==> config.mk <==
export PLATFORM = sky130hd
export DESIGN_NAME = fifo_uart_tx
export DESIGN_NICKNAME = d
export VERILOG_FILES = /design/src/rtl/fifo_uart_tx_pkg.sv /design/src/rtl/fifo_uart_tx_baud_counter.sv /design/src/rtl/fifo_uart_tx.sv
export SDC_FILE = /design/constraint.sdc
export NUM_CORES = 1
export LEC_CHECK = 0
export CAP_MARGIN = 10
export CORE_MARGIN = 2
export CORE_UTILIZATION = 49
export CTS_CLUSTER_SIZE = 20
export DETAILED_ROUTE_END_ITERATION = 7
export PLACE_DENSITY_LB_ADDON = 0.08
export SKIP_LAST_GASP = 1
export SYNTH_ARGS = -nofsm -noshare
export SYNTH_HDL_FRONTEND = slang
export SYNTH_HIERARCHICAL = 1
export SYNTH_SLANG_ARGS = --single-unit
==> constraint.sdc <==
create_clock -name clk -period 2.5 [get_ports clk]
set_clock_uncertainty 0.1 [all_clocks]
set_input_delay 0.75 -clock clk [delete_from_list [all_inputs] [get_ports clk]]
set_output_delay 0.75 -clock clk [all_outputs]
set_load 0.005 [all_outputs]
==> src/rtl/fifo_uart_tx_pkg.sv <==
// Shared types and line-level constants for the FIFO-draining UART transmitter.
package fifo_uart_tx_pkg;

    typedef enum logic [1:0] {
        IDLE  = 2'd0,
        START = 2'd1,
        DATA  = 2'd2,
        STOP  = 2'd3
    } tx_state_t;

    localparam logic LINE_IDLE = 1'b1;
    localparam logic START_BIT = 1'b0;

endpackage

==> src/rtl/fifo_uart_tx_baud_counter.sv <==
// Bit-period timer: counts 0..CYCLES_PER_BIT-1 while enabled and flags the last cycle of each bit.
module fifo_uart_tx_baud_counter #(
    parameter int CYCLES_PER_BIT = 10,
    parameter int TW             = 4
) (
    input  logic clk,
    input  logic reset,
    input  logic clear_i,
    input  logic en_i,
    output logic bit_done_o
);

    logic [TW-1:0] count_q, count_d;

    assign bit_done_o = en_i && (count_q == TW'(CYCLES_PER_BIT - 1));

    always_comb begin
        count_d = count_q;
        if (clear_i) begin
            count_d = '0;
        end else if (en_i) begin
            count_d = bit_done_o ? '0 : count_q + 1'b1;
        end
    end

    always_ff @(posedge clk) begin
        if (reset) begin
            count_q <= '0;
        end else begin
            count_q <= count_d;
        end
    end

endmodule

==> src/rtl/fifo_uart_tx.sv <==
// 8N1 UART transmitter that pops one word per frame from a first-word-fall-through FIFO.
module fifo_uart_tx
    import fifo_uart_tx_pkg::*;
#(
    parameter int CLK_FREQ     = 100_000_000,
    parameter int BIT_RATE     = 115_200,
    parameter int PAYLOAD_BITS = 8
) (
    input  logic                    clk,
    input  logic                    reset,
    input  logic                    fifo_empty,
    output logic                    fifo_read,
    input  logic [PAYLOAD_BITS-1:0] fifo_read_data,
    output logic                    tx,
    output logic                    busy,
    output tx_state_t               dbg_state
);

    localparam int CYCLES_PER_BIT = CLK_FREQ / BIT_RATE;
    localparam int TW = (CYCLES_PER_BIT > 1) ? $clog2(CYCLES_PER_BIT) : 1;
    localparam int BW = (PAYLOAD_BITS > 1) ? $clog2(PAYLOAD_BITS) : 1;

    generate
        if (CYCLES_PER_BIT < 2) begin : g_bad_rate
            $error("fifo_uart_tx: CLK_FREQ/BIT_RATE must be at least 2");
        end
    endgenerate

    tx_state_t               state_q;
    logic [PAYLOAD_BITS-1:0] shift_q, shift_d;
    logic [BW-1:0]           bit_idx_q;
    logic                    tx_q, busy_q, read_q;
    logic                    bit_done;

    fifo_uart_tx_baud_counter #(
        .CYCLES_PER_BIT(CYCLES_PER_BIT),
        .TW            (TW)
    ) u_baud (
        .clk       (clk),
        .reset     (reset),
        .clear_i   (state_q == IDLE),
        .en_i      (state_q != IDLE),
        .bit_done_o(bit_done)
    );

    assign shift_d = shift_q >> 1;

    // FIFO handshake: the head word is valid whenever fifo_empty is low; it is
    // captured at the same edge that schedules the pop, and fifo_read is a
    // one-cycle pulse so the FIFO advances at the following edge.
    always_ff @(posedge clk) begin
        if (reset) begin
            state_q   <= IDLE;
            shift_q   <= '0;
            bit_idx_q <= '0;
            tx_q      <= LINE_IDLE;
            busy_q    <= 1'b0;
            read_q    <= 1'b0;
        end else begin
            read_q <= 1'b0;
            case (state_q)
                IDLE: begin
                    if (!fifo_empty) begin
                        shift_q <= fifo_read_data;
                        read_q  <= 1'b1;
                        tx_q    <= START_BIT;
                        busy_q  <= 1'b1;
                        state_q <= START;
                    end
                end
                START: begin
                    if (bit_done) begin
                        bit_idx_q <= '0;
                        tx_q      <= shift_q[0];
                        state_q   <= DATA;
                    end
                end
                DATA: begin
                    if (bit_done) begin
                        shift_q   <= shift_d;
                        bit_idx_q <= bit_idx_q + 1'b1;
                        if (bit_idx_q == BW'(PAYLOAD_BITS - 1)) begin
                            tx_q    <= LINE_IDLE;
                            state_q <= STOP;
                        end else begin
                            tx_q <= shift_d[0];
                        end
                    end
                end
                STOP: begin
                    if (bit_done) begin
                        busy_q  <= 1'b0;
                        state_q <= IDLE;
                    end
                end
                default: state_q <= IDLE;
            endcase
        end
    end

    assign fifo_read = read_q;
    assign tx        = tx_q;
    assign busy      = busy_q;
    assign dbg_state = state_q;

endmodule

==> After elaboration in Yosys (flattened, before gate mapping) <==
Cells that the tools add are included.
Widths: inputs -> output; s select.
{ "classes": {"n_addsub": 2, "mux": 22, "reduce_logical": 14, "n_eq_ne": 10, "bitwise": 1} }
{ "op_table": {"columns": ["op", "n"], "rows": [
  ["$mux 8", 2],
  ["$pmux 8 s2", 1],
  ["$add 10x1->10 const B", 1],
  ["$eq 10x10->1 const B", 1],
  ["$mux 10", 1],
  ["$mux 2", 5],
  ["$reduce_and 3->1", 3],
  ["$pmux 2 s4", 1],
  ["$reduce_bool 2->1", 4],
  ["$mux 1", 7],
  ["$mux 3", 2],
  ["$ne 2x1->1 const B", 3],
  ["$pmux 3 s2", 1],
  ["$reduce_and 5->1", 1],
  ["$eq 2x2->1 const B", 2],
  ["$ne 2x2->1 const B", 2],
  ["$reduce_and 4->1", 1],
  ["$reduce_or 2->1", 2],
  ["$add 3x1->3 const B", 1],
  ["$eq 3x3->1 const B", 1],
  ["$pmux 1 s3", 1],
  ["$reduce_bool 3->1", 1],
  ["$eq 2x1->1 const B", 1],
  ["$logic_not 2->1", 1],
  ["other kinds (3)", 3]
]} }
{ "word_totals": {"word_cells": 56, "regBits": 26, "input_bits": 11, "out_inout_bits": 5} }

==> Depth between registers and ports, before layout <==
Gate-level depths: netlist of the first run.
{ "depth": {"word_depth": 4, "depth_mapped": 9} }

==> Cells and area by module <==
Netlist of the first run, hierarchy kept.
{ "modules_own_cells": {"columns": ["module", "cells_per_inst", "n_inst", "area_per_inst_um2"], "rows": [
  ["fifo_uart_tx", 89, 1, 919.6],
  ["fifo_uart_tx_baud_counter", 54, 1, 495.5]
]} }

==> Worst setup path after synthesis of the first run <==
OpenSTA, ideal clock, no wires.
{ "synth_path": {"kind": "reg-to-reg", "startpoint": "register state_q[0], in the netlist dbg_state[0]", "endpoint": "register state_q[0], in the netlist dbg_state[0]", "arrival_ns": 2.404, "t_required_ns": 2.321, "path_slack_ns": -0.083, "stages_incl_launch_ff": 9, "setup_ns": 0.079, "period_less_slack_ns": 2.583, "path_cell_list": "dfxtp_1 inv_1 ha_1 inv_1 nand2_1 nor4_2 o21ba_4 o41a_1 a211oi_2"} }
{ "synth_between": {"elab_chain_len": 4} }
{ "synth_rtl": {"columns": ["element", "line_no", "source"], "rows": [
  ["start, declared", "fifo_uart_tx.sv:29", "tx_state_t state_q;"],
  ["start signal, assigned", "fifo_uart_tx.sv:53", "state_q <= IDLE;"],
  ["start signal, assigned", "fifo_uart_tx.sv:68", "state_q <= START;"],
  ["start signal, assigned", "fifo_uart_tx.sv:75", "state_q <= DATA;"],
  ["$reduce_bool 2->1 *", "fifo_uart_tx.sv:42", ".en_i (state_q != IDLE),"],
  ["$logic_and 1x1->1 *", "fifo_uart_tx_baud_counter.sv:15", "assign bit_done_o = en_i && (count_q == TW'(CYCLES_PER_BIT - 1));"],
  ["named net bit_done", "fifo_uart_tx.sv:33", "logic bit_done;"],
  ["$ne 2x1->1 (no line)", null, null],
  ["$reduce_and 5->1 (no line) *", null, null]
]} }
Mark *: on every way through the listed nets, which the timed path passes. The rest lies on a longest branch.
A chain may end at the register's enable or synchronous reset.

==> Worst setup path in the final report of the first run <==
{ "layout_path": {"startpoint": "register state_q[1], in the netlist dbg_state[1]", "endpoint": "register state_q[0], in the netlist dbg_state[0]"} }
Same word-level chain as after synthesis.

==> results.py, run 1 <==
metrics = {
    "clock_network": {
        "ctsHoldBuffers": 0,
        "cts_inserted_buffers": 3,
        "cts_tree": "yes",
        "postCtsSetupRepairBufs": 0,
        "clock_latency_ns": 0.33,
        "clk_pin_slew_ns": 0.15,
        "root_buffer": "clkbuf_4",
        "cts_buffer_depth": 2,
        "ctsResizeCount": 0,
        "h-tree-depth": 1,
        "clock_sinks": 26,
    },
    "floorplan": {
        "start_util_pct": 51.3,
        "die_y_um": 57.7,
        "dieArea_um2": 3330,
        "core_um2": 2760,
        "chipWidth_um": 57.7,
        "num_rows": 19,
        "io_pins": 16,
    },
    "finish": {
        "postLayoutCellArea_um2": 1660,
        "layout.nets": 182,
        "fin_util_pct": 60.3,
        "multi_input_area_um2": 841,
        "drive_gt1_share_pct": 15.4,
        "diodes": 0,
        "area_delta_synth_final_pct": 17.5,
        "n_fill_cell": 236,
        "ff_latch_area_um2": 520,
    },
    "logic_synthesis": {
        "synth_simple_gate_area_share_pct": 19.8,
        "synthXorXnorAreaFrac_pct": 1.86,
        "ys_types": 38,
        "ys_warn_count": 6,
        "ys_top_cells_by_area": "dfxtp_1 (37%), a211oi_2 (7.1%), ha_1 (7.1%)",
        "synth-compound-area-share_pct": 23.3,
        "synth_cells": 143,
        "synthMuxAreaShare_pct": 6.72,
        "ys_seq_area_share_pct": 36.8,
        "async_flop_share_pct": 0,
        "synth_seq_cells": 26,
        "yosysTopAreaCellShare_pct": 36.8,
        "yosysMostFrequentCell": "dfxtp_1",
        "synth_area_um2": 1420,
        "synth_commonest_cells": "dfxtp_1 (26), a21oi_1 (14)",
        "synth_enable_flop_cells": 0,
        "synth_top_family_by_area": "compound AO/OA/AOI/OAI gates",
        "yosys.area.top_type": "dfxtp_1",
        "syn_avg_cell_area_um2": 9.90,
        "ys.flop_type": "dfxtp_1",
        "synth-adder-area-share_pct": 7.07,
        "synth_nets": 162,
    },
    "timing": {
        "tightest_slew_ns": 0.539,
        "slew_headroom_pct": 64.0,
        "slew_viol_final": 0,
        "setup_slack_ns": 0.191,
        "post-route-period-util_pct": 92.4,
        "max_clock_freq_mhz": 433,
        "setup_tns_ns": 0,
        "fin_crit_ns": 2.31,
        "setup_viol": 0,
        "hold_viol_final": 0,
        "rsz0062_at_grt": "false",
    },
    "placement": {
        "gp_congestion": 0.831,
        "post_dp_cell_area_um2": 1610,
        "hpwlAfterDp_um": 2030,
        "portBuffers": 15,
        "place_ws_ns": 0.190,
    },
    "detailed_routing": {
        "drt_pass1_iterations": 4,
        "wirelength_um": 2720,
        "drc": 0,
        "viasPerCell": 5.83,
        "antenna_left": 0,
        "drtIter0Drc": 36,
        "vias": 1125,
        "post_drt_wl_per_cell_um": 14.1,
    },
    "global_routing": {
        "grt_use_total_pct": 17.9,
        "antenna_found_initial": 0,
        "grt_pass1_wl_um": 4630,
        "globalRoute.totalOverflow": 0,
        "grt_max_degree": 18,
        "grt_pass1_vias": 1001,
    },
    "power_and_ir_drop": {
        "finalPower_mw": 1.61,
        "powerDensity_nw_per_um2": 971,
        "leakage_nw": 0.575,
        "vdd_ir_drop_max_mv": 0.633,
    },
    "worst_setup_path": {
        "reg2reg_to": "dbg_state[0]",
        "criticalPathCategory": "register to register",
        "end_kind": "register",
        "r2r_cells": 9,
        "r2r_start": "dbg_state[1]",
        "required_ns": 2.66,
        "r2r_slack_ns": 0.19,
        "crit_fanout": 8,
        "start_kind": "register",
        "arrival_ns": 2.47,
    },
    "hold_path": {
        "hold_path_depth": 2,
        "min_from": "bit_idx_q[0]",
        "min_path_type": "register to register",
        "hold_path_end": "bit_idx_q[0]",
    },
    "job": {
        "maxCapViolCount": 0,
    },
    "run_status": {
        "outcome": "completed",
    },
}
flip-flops by register name, indices dropped and copies added (netlist names):
| signal | count |
|---|---|
| shift_q | 8 |
| dbg_state | 2 |
| bit_idx_q | 3 |
| u_baud/count_q | 10 |
| fifo_read | 1 |
| tx | 1 |
| busy | 1 |
routing by layer:
metal / routed length [um] / part of all wire, % / track usage, %
met5: 0 / 0 / 0
met4: 21 / 0.77 / 5.98
met3: 64 / 2.4 / 2.68
met2: 1360 / 50 / 29.9
met1: 1280 / 47 / 23.7
per-stage QoR:
step | hold WS [ns] | std cells
after global routing | 0.424 | 193
final | 0.396 | 193
after global placement | 0.359 | 189
after CTS | 0.403 | 193
after detailed placement | 0.386 | 189
after floorplan | 0.344 | 143
cell usage in the layout, fill, tap and decap left out, types with 3 or more instances in the layout:
master,instances
or3_1,3
ha_1,8
mux2i_1,8
a32oi_1,3
clkdlybuf4s50_1,15
a21oi_1,14
clkbuf_4,3
nand3b_1,4
nand3_1,5
inv_1,4
nand4_1,4
a211oi_2,8
nor2_1,8
nand2_1,7
dfxtp_1,26
nand2b_1,4
o21ai_0,5
buf_4,6
area by class of cell:
cell class,instances,share of cell area [%]
Tap cell,31,2.33
Multi-Input combinational cell,107,50.6
Clock buffer,3,1.35
Sequential cell,26,31.3
Inverter,4,0.903
Timing Repair Buffer,21,11.7
Clock inverter,1,1.81
how the worst max path moves through the flow:
stage	to	depth (start not counted)	slack (ns)	start
final	dbg_state[0]	9	0.19	dbg_state[1]
after global placement	tx	4	0.25	fifo_empty
after floorplan	dbg_state[0]	8	0.06	dbg_state[0]
after detailed placement	dbg_state[0]	4	0.19	fifo_empty
after global routing	dbg_state[1]	9	0.008	dbg_state[0]
after CTS	dbg_state[0]	9	0.17	dbg_state[1]
worst max-delay path, cell delays in order (launching register included):
cell and delay (ns):
dfxtp_1 0.44, inv_1 0.11, ha_1 0.21, inv_1 0.07
nand2_1 0.14, nor4_4 0.30, buf_4 0.21, nor2b_1 0.07
o41a_1 0.38, a211oi_2 0.21
cells by family (layout without fill, tap and decap cells):
family / Yosys count / after routing
mux: 9 / 9
flops: 26 / 26
xor+xnor: 3 / 3
buf+inv: 10 / 29
simple gates: 47 / 47
compound gates: 40 / 40
fa+ha+maj: 8 / 8
report_power, final:
group / internal, mW / total, mW / switching, mW
clock: 0.162 / 0.295 / 0.133
combinational: 0.372 / 0.757 / 0.386
sequential: 0.504 / 0.562 / 0.0583
total: 1.04 / 1.61 / 0.577
Note: power is estimated with default switching activity, not from simulation.
==> inputs of run 2 (changes only) <==
--- a/config.mk
+++ b/config.mk
@@ -5,9 +5,10 @@
 export SDC_FILE = /design/constraint.sdc
 export NUM_CORES = 1
 export LEC_CHECK = 0
+export ABC_AREA = 1
 export CAP_MARGIN = 10
 export CORE_MARGIN = 2
-export CORE_UTILIZATION = 49
+export CORE_UTILIZATION = 50
 export CTS_CLUSTER_SIZE = 20
 export DETAILED_ROUTE_END_ITERATION = 7
 export PLACE_DENSITY_LB_ADDON = 0.08
==> constraint.sdc (replaced) <==
create_clock -name clk -period 1.9 [get_ports clk]
set_clock_uncertainty 0.1 [all_clocks]
set_input_delay 0.57 -clock clk [delete_from_list [all_inputs] [get_ports clk]]
set_output_delay 0.57 -clock clk [all_outputs]
set_load 0.005 [all_outputs]
==> results.py, run 2 <==
metrics = {
    "logic_synthesis": {
        "ys_warn_count": 6,
        "synth_simple_gate_area_share_pct": 40.8,
        "synth_top_family_by_area": "simple AND/OR/NAND/NOR gates",
        "yosys.area.top_type": "dfxtp_1",
        "async_flop_share_pct": 0,
        "synth_nets": 239,
        "ys.flop_type": "dfxtp_1",
        "ys_types": 28,
        "synth_cells": 220,
        "synth-adder-area-share_pct": 6.32,
        "yosysMostFrequentCell": "nand2_1",
        "synthXorXnorAreaFrac_pct": 0,
        "synth_commonest_cells": "nand2_1 (53), inv_1 (31), dfxtp_1 (26), nor2_1 (22), nor2_2 (13)",
        "yosysTopAreaCellShare_pct": 32.9,
        "ys_top_cells_by_area": "dfxtp_1 (33%), nand2_1 (13%), inv_1 (7.3%)",
        "synth_area_um2": 1580,
        "ys_seq_area_share_pct": 32.9,
        "syn_avg_cell_area_um2": 7.20,
        "synthMuxAreaShare_pct": 0,
        "synth-compound-area-share_pct": 7.50,
        "synth_enable_flop_cells": 0,
        "synth_seq_cells": 26,
    },
    "worst_setup_path": {
        "start_kind": "register",
        "arrival_ns": 1.17,
        "crit_chain": "clkdlybuf4s50_1",
        "crit_buf_inv": 1,
        "crit_fanout": 2,
        "slowest_delay_ns": 0.49,
        "end_kind": "output port",
        "cp_slowest_cell": "clkdlybuf4s50_1",
        "crit_family": "buffers and inverters",
        "required_ns": 1.23,
        "criticalPathCategory": "register to output port",
    },
    "placement": {
        "hpwlAfterDp_um": 2240,
        "placed_cells": 282,
        "gp_congestion": 0.785,
        "portBuffers": 15,
        "place_ws_ns": 0.0388,
        "post_dp_cell_area_um2": 1800,
    },
    "job": {
        "maxCapViolCount": 0,
    },
    "clock_network": {
        "clock_sinks": 26,
        "ctsHoldBuffers": 0,
        "clock_latency_ns": 0.33,
        "cts_buffer_depth": 2,
        "cts_tree": "yes",
        "root_buffer": "clkbuf_4",
        "cts_inserted_buffers": 3,
        "clk_pin_slew_ns": 0.15,
        "h-tree-depth": 1,
    },
    "timing": {
        "setup_viol": 0,
        "fin_crit_ns": 1.84,
        "max_clock_freq_mhz": 543,
        "rsz0062_at_grt": "true",
        "setup_slack_ns": 0.0580,
        "slew_headroom_pct": 70.6,
        "slew_viol_final": 0,
        "tightest_slew_ns": 0.441,
        "hold_viol_final": 0,
        "post-route-period-util_pct": 96.9,
        "hold-worst-slack_ns": 0.380,
    },
    "global_routing": {
        "antenna_found_initial": 0,
        "grt_pass1_wl_um": 5180,
        "globalRoute.totalOverflow": 0,
        "grt_max_degree": 16,
        "grt_pass1_vias": 1236,
        "grt_use_total_pct": 18.7,
    },
    "finish": {
        "largest_reg_flops": 10,
        "postLayoutCellArea_um2": 1940,
        "layout.nets": 269,
        "fin_cells": 293,
        "drive_gt1_share_pct": 25.3,
        "reg_top3": "u_baud/count_q (10), shift_q (8), bit_idx_q (3)",
        "ff_latch_area_um2": 529,
        "area_delta_synth_final_pct": 22.4,
        "final_cell_mix": "nand2_1 (53), inv_1 (28), nor2_1 (21), dfxtp_1 (21), buf_4 (13)",
        "multi_input_area_um2": 902,
        "final_common_cell": "nand2_1",
        "regMostFlops": "u_baud/count_q",
        "diodes": 0,
        "n_fill_cell": 295,
    },
    "detailed_routing": {
        "drc": 0,
        "wirelength_um": 3070,
        "viasPerCell": 4.75,
        "antenna_left": 0,
        "post_drt_wl_per_cell_um": 10.5,
        "vias": 1392,
        "drtIter0Drc": 96,
        "drt_pass1_iterations": 4,
    },
    "power_and_ir_drop": {
        "vdd_ir_drop_max_mv": 0.558,
        "powerDensity_nw_per_um2": 1210,
        "finalPower_mw": 2.34,
        "leakage_nw": 0.918,
    },
    "floorplan": {
        "io_pins": 16,
        "start_util_pct": 52.3,
        "dieArea_um2": 3630,
        "core_um2": 3030,
        "num_rows": 20,
        "chipWidth_um": 60.3,
        "die_y_um": 60.3,
    },
    "hold_path": {
        "min_path_type": "register to register",
    },
    "run_status": {
        "outcome": "completed",
    },
}
## run 2: changes by cell type after synthesis, sizes merged, moves of 4 or more
| cell | delta |
|---|---|
| nor2 | +29 |
| a21oi | -5 |
| inv | +31 |
| o21ai | +4 |
| mux2i | -8 |
| nand2b | -4 |
| a211oi | -8 |
| nand2 | +58 |
| nand3 | +7 |
## run 2: logic make-up (layout without fill, tap and decap cells)
kind of cell,count (synthesis),after routing
AOI/OAI and AO/OA,22,22
DFF,26,26
and+or+nand+nor,125,126
buffers and inverters,39,67
adders and majority gates,8,8
## run 2: timing repair
action,in CTS,in global routing
pin swaps,0,4
endpoints found under the setup margin,3,15
endpoints found under the hold margin,0,0
gates resized for setup,2,10
setup buffers,2,4
cloned,0,1
## run 2: final timing paths
path / startpoint / endpoint / slack (ns) / cells after the start
hold / removal: bit_idx_q[1] / bit_idx_q[1] / 0.38 / 2
hold reg to reg: bit_idx_q[1] / bit_idx_q[1] / 0.38 / 2
setup / recovery: tx / tx / 0.06 / 1
setup reg to reg: dbg_state[1] / shift_q[4] / 0.12 / 15
## run 2: final cells by class
class / count / share of cell area, %
clock buffer: 3 / 1.16
clock inverter: 1 / 1.55
inverter: 35 / 7.42
multi-input combinational: 156 / 46.5
sequential: 26 / 27.3
tap: 44 / 2.84
timing repair buffer: 28 / 13.2
## run 2: where the power goes
part	switching (mW)	leakage, nW	internal, mW
logic	0.714	0.676	0.517
clock network	0.179	0.0279	0.213
registers	0.0557	0.214	0.663
total	0.949	0.918	1.39
## run 2: through the flow
step                util [%]  TNS, ns
floorplan                  -        0
global route            64.0  -0.0413
detailed placement      59.4        0
global placement        59.4        0
finish                  64.0        0
CTS                     61.7  -0.0111
## run 2: per-layer routing
layer	wire (um)	global-route usage [%]	up-vias
li1	-	-	740
met1	1460	24.2	624
met2	1470	30.3	26
met3	117	3.25	2
met4	20	7.94	0
met5	0	0	-
## run 2: tightest hold or removal path, stage by stage (launching register included)
cell and delay [ns]:
dfxtp_1 0.34, nand2_1 0.06, a21oi_1 0.05
==> inputs of run 3 (changes only) <==
--- a/config.mk
+++ b/config.mk
@@ -5,10 +5,10 @@
 export SDC_FILE = /design/constraint.sdc
 export NUM_CORES = 1
 export LEC_CHECK = 0
-export ABC_AREA = 1
+export ABC_AREA = 0
 export CAP_MARGIN = 10
 export CORE_MARGIN = 2
-export CORE_UTILIZATION = 50
+export CORE_UTILIZATION = 49
 export CTS_CLUSTER_SIZE = 20
 export DETAILED_ROUTE_END_ITERATION = 7
 export PLACE_DENSITY_LB_ADDON = 0.08
==> results.py, run 3 (synthesis results as in run 1) <==
metrics = {
    "run_status": {
        "outcome": "finished with violations",
        "violations": "setup timing",
    },
    "timing": {
        "setup_slack_ns": -0.146,
        "max_clock_freq_mhz": 489,
        "hold_viol_final": 0,
        "tightest_slew_ns": 0.553,
        "slew_headroom_pct": 63.0,
        "fin_crit_ns": 2.05,
        "post-route-period-util_pct": 108,
        "setup_tns_ns": -1.08,
        "setup_viol": 12,
        "hold-worst-slack_ns": 0.384,
        "rsz0062_at_grt": "true",
        "slew_viol_final": 0,
    },
    "global_routing": {
        "grt_pass1_vias": 1250,
        "grt_pass1_wl_um": 5490,
        "antenna_found_initial": 0,
        "globalRoute.totalOverflow": 0,
        "grt_max_degree": 18,
        "grt_use_total_pct": 21.1,
    },
    "detailed_routing": {
        "viasPerCell": 5.62,
        "vias": 1213,
        "wirelength_um": 3140,
        "drt_pass1_iterations": 5,
        "drtIter0Drc": 39,
        "post_drt_wl_per_cell_um": 14.5,
        "antenna_left": 0,
        "drc": 0,
    },
    "placement": {
        "place_ws_ns": -0.202,
        "placed_cells": 208,
        "gp_congestion": 0.799,
        "portBuffers": 15,
        "hpwlAfterDp_um": 2300,
        "post_dp_cell_area_um2": 1770,
    },
    "floorplan": {
        "chipWidth_um": 57.7,
        "die_y_um": 57.7,
        "io_pins": 16,
        "dieArea_um2": 3330,
        "core_um2": 2760,
        "num_rows": 19,
        "start_util_pct": 51.3,
    },
    "hold_path": {
        "min_from": "u_baud/count_q[9]",
        "min_path_type": "register to register",
    },
    "finish": {
        "diodes": 0,
        "drive_gt1_share_pct": 31.9,
        "final_cell_mix": "buf_4 (28), dfxtp_1 (21), a21oi_1 (13), clkdlybuf4s50_1 (13)",
        "fin_util_pct": 67.8,
        "area_delta_synth_final_pct": 32.2,
        "final_common_cell": "buf_4",
        "layout.nets": 205,
        "postLayoutCellArea_um2": 1870,
        "multi_input_area_um2": 880,
        "ff_latch_area_um2": 527,
        "largest_reg_flops": 10,
        "fin_cells": 216,
        "reg_top3": "u_baud/count_q (10), shift_q (8), bit_idx_q (3)",
        "n_fill_cell": 213,
        "regMostFlops": "u_baud/count_q",
    },
    "worst_setup_path": {
        "crit_chain": "or4b_4, nor4_4, o21ba_4, o31a_1, a311o_1",
        "cp_slowest_cell": "or4b_4",
        "arrival_ns": 2.18,
        "crit_fanout": 4,
        "slowest_delay_ns": 0.55,
        "end_kind": "register",
        "criticalPathCategory": "register to register",
        "crit_family": "simple AND/OR/NAND/NOR gates",
        "r2r_start": "u_baud/count_q[3]",
        "required_ns": 2.03,
        "crit_buf_inv": 0,
        "start_kind": "register",
        "cp-startpoint": "u_baud/count_q[3]",
    },
    "clock_network": {
        "clock_sinks": 26,
        "cts_inserted_buffers": 3,
        "clk_pin_slew_ns": 0.15,
        "root_buffer": "clkbuf_4",
        "ctsHoldBuffers": 0,
        "cts_buffer_depth": 2,
        "h-tree-depth": 1,
        "cts_tree": "yes",
        "clock_latency_ns": 0.33,
    },
    "job": {
        "maxCapViolCount": 0,
    },
    "power_and_ir_drop": {
        "vdd_ir_drop_max_mv": 0.956,
        "finalPower_mw": 2.27,
        "powerDensity_nw_per_um2": 1210,
        "leakage_nw": 0.707,
    },
}
## run 3: what timing repair did
item	in CTS	in global routing
pin swaps	5	5
gates cloned	1	0
endpoints found under the setup margin	16	15
resized for setup	6	3
buffers inserted	1	2
## run 3: layout make-up
type / instances / area share (%)
Timing Repair Buffer: 43 / 19.1
Clock buffer: 3 / 1.20
Tap cell: 31 / 2.07
Sequential cell: 26 / 28.2
Inverter: 4 / 0.803
Multi-Input combinational cell: 108 / 47.0
Clock inverter: 1 / 1.61
## run 3: per-layer routing
| metal | up-vias | global-route usage [%] | wire length [um] |
|---|---|---|---|
| li1 | 619 | - | - |
| met4 | 0 | 7.64 | 23 |
| met5 | - | 0 | 0 |
| met1 | 561 | 25.8 | 1360 |
| met3 | 4 | 2.46 | 94 |
| met2 | 29 | 38.0 | 1660 |
## run 3: final timing paths
path | to | slack, ns | depth (start not counted)
max | tx | -0.15 | 5
min | u_baud/count_q[9] | 0.38 | 2
max reg2reg | tx | -0.15 | 5
min reg2reg | u_baud/count_q[9] | 0.38 | 2
## run 3: power breakdown
| part | internal, mW | leakage, nW | total [mW] | switching (mW) |
|---|---|---|---|---|
| clock | 0.213 | 0.0279 | 0.391 | 0.178 |
| sequential | 0.667 | 0.215 | 0.731 | 0.0637 |
| combinational | 0.578 | 0.464 | 1.15 | 0.569 |
| total | 1.46 | 0.707 | 2.27 | 0.810 |
## run 3: worst reg2reg max path: cells and delay by family, from the launching register on
kind | cells | cell delay [ns]
compound gates | 3 | 0.72
simple gates | 2 | 0.78
flops | 1 | 0.35
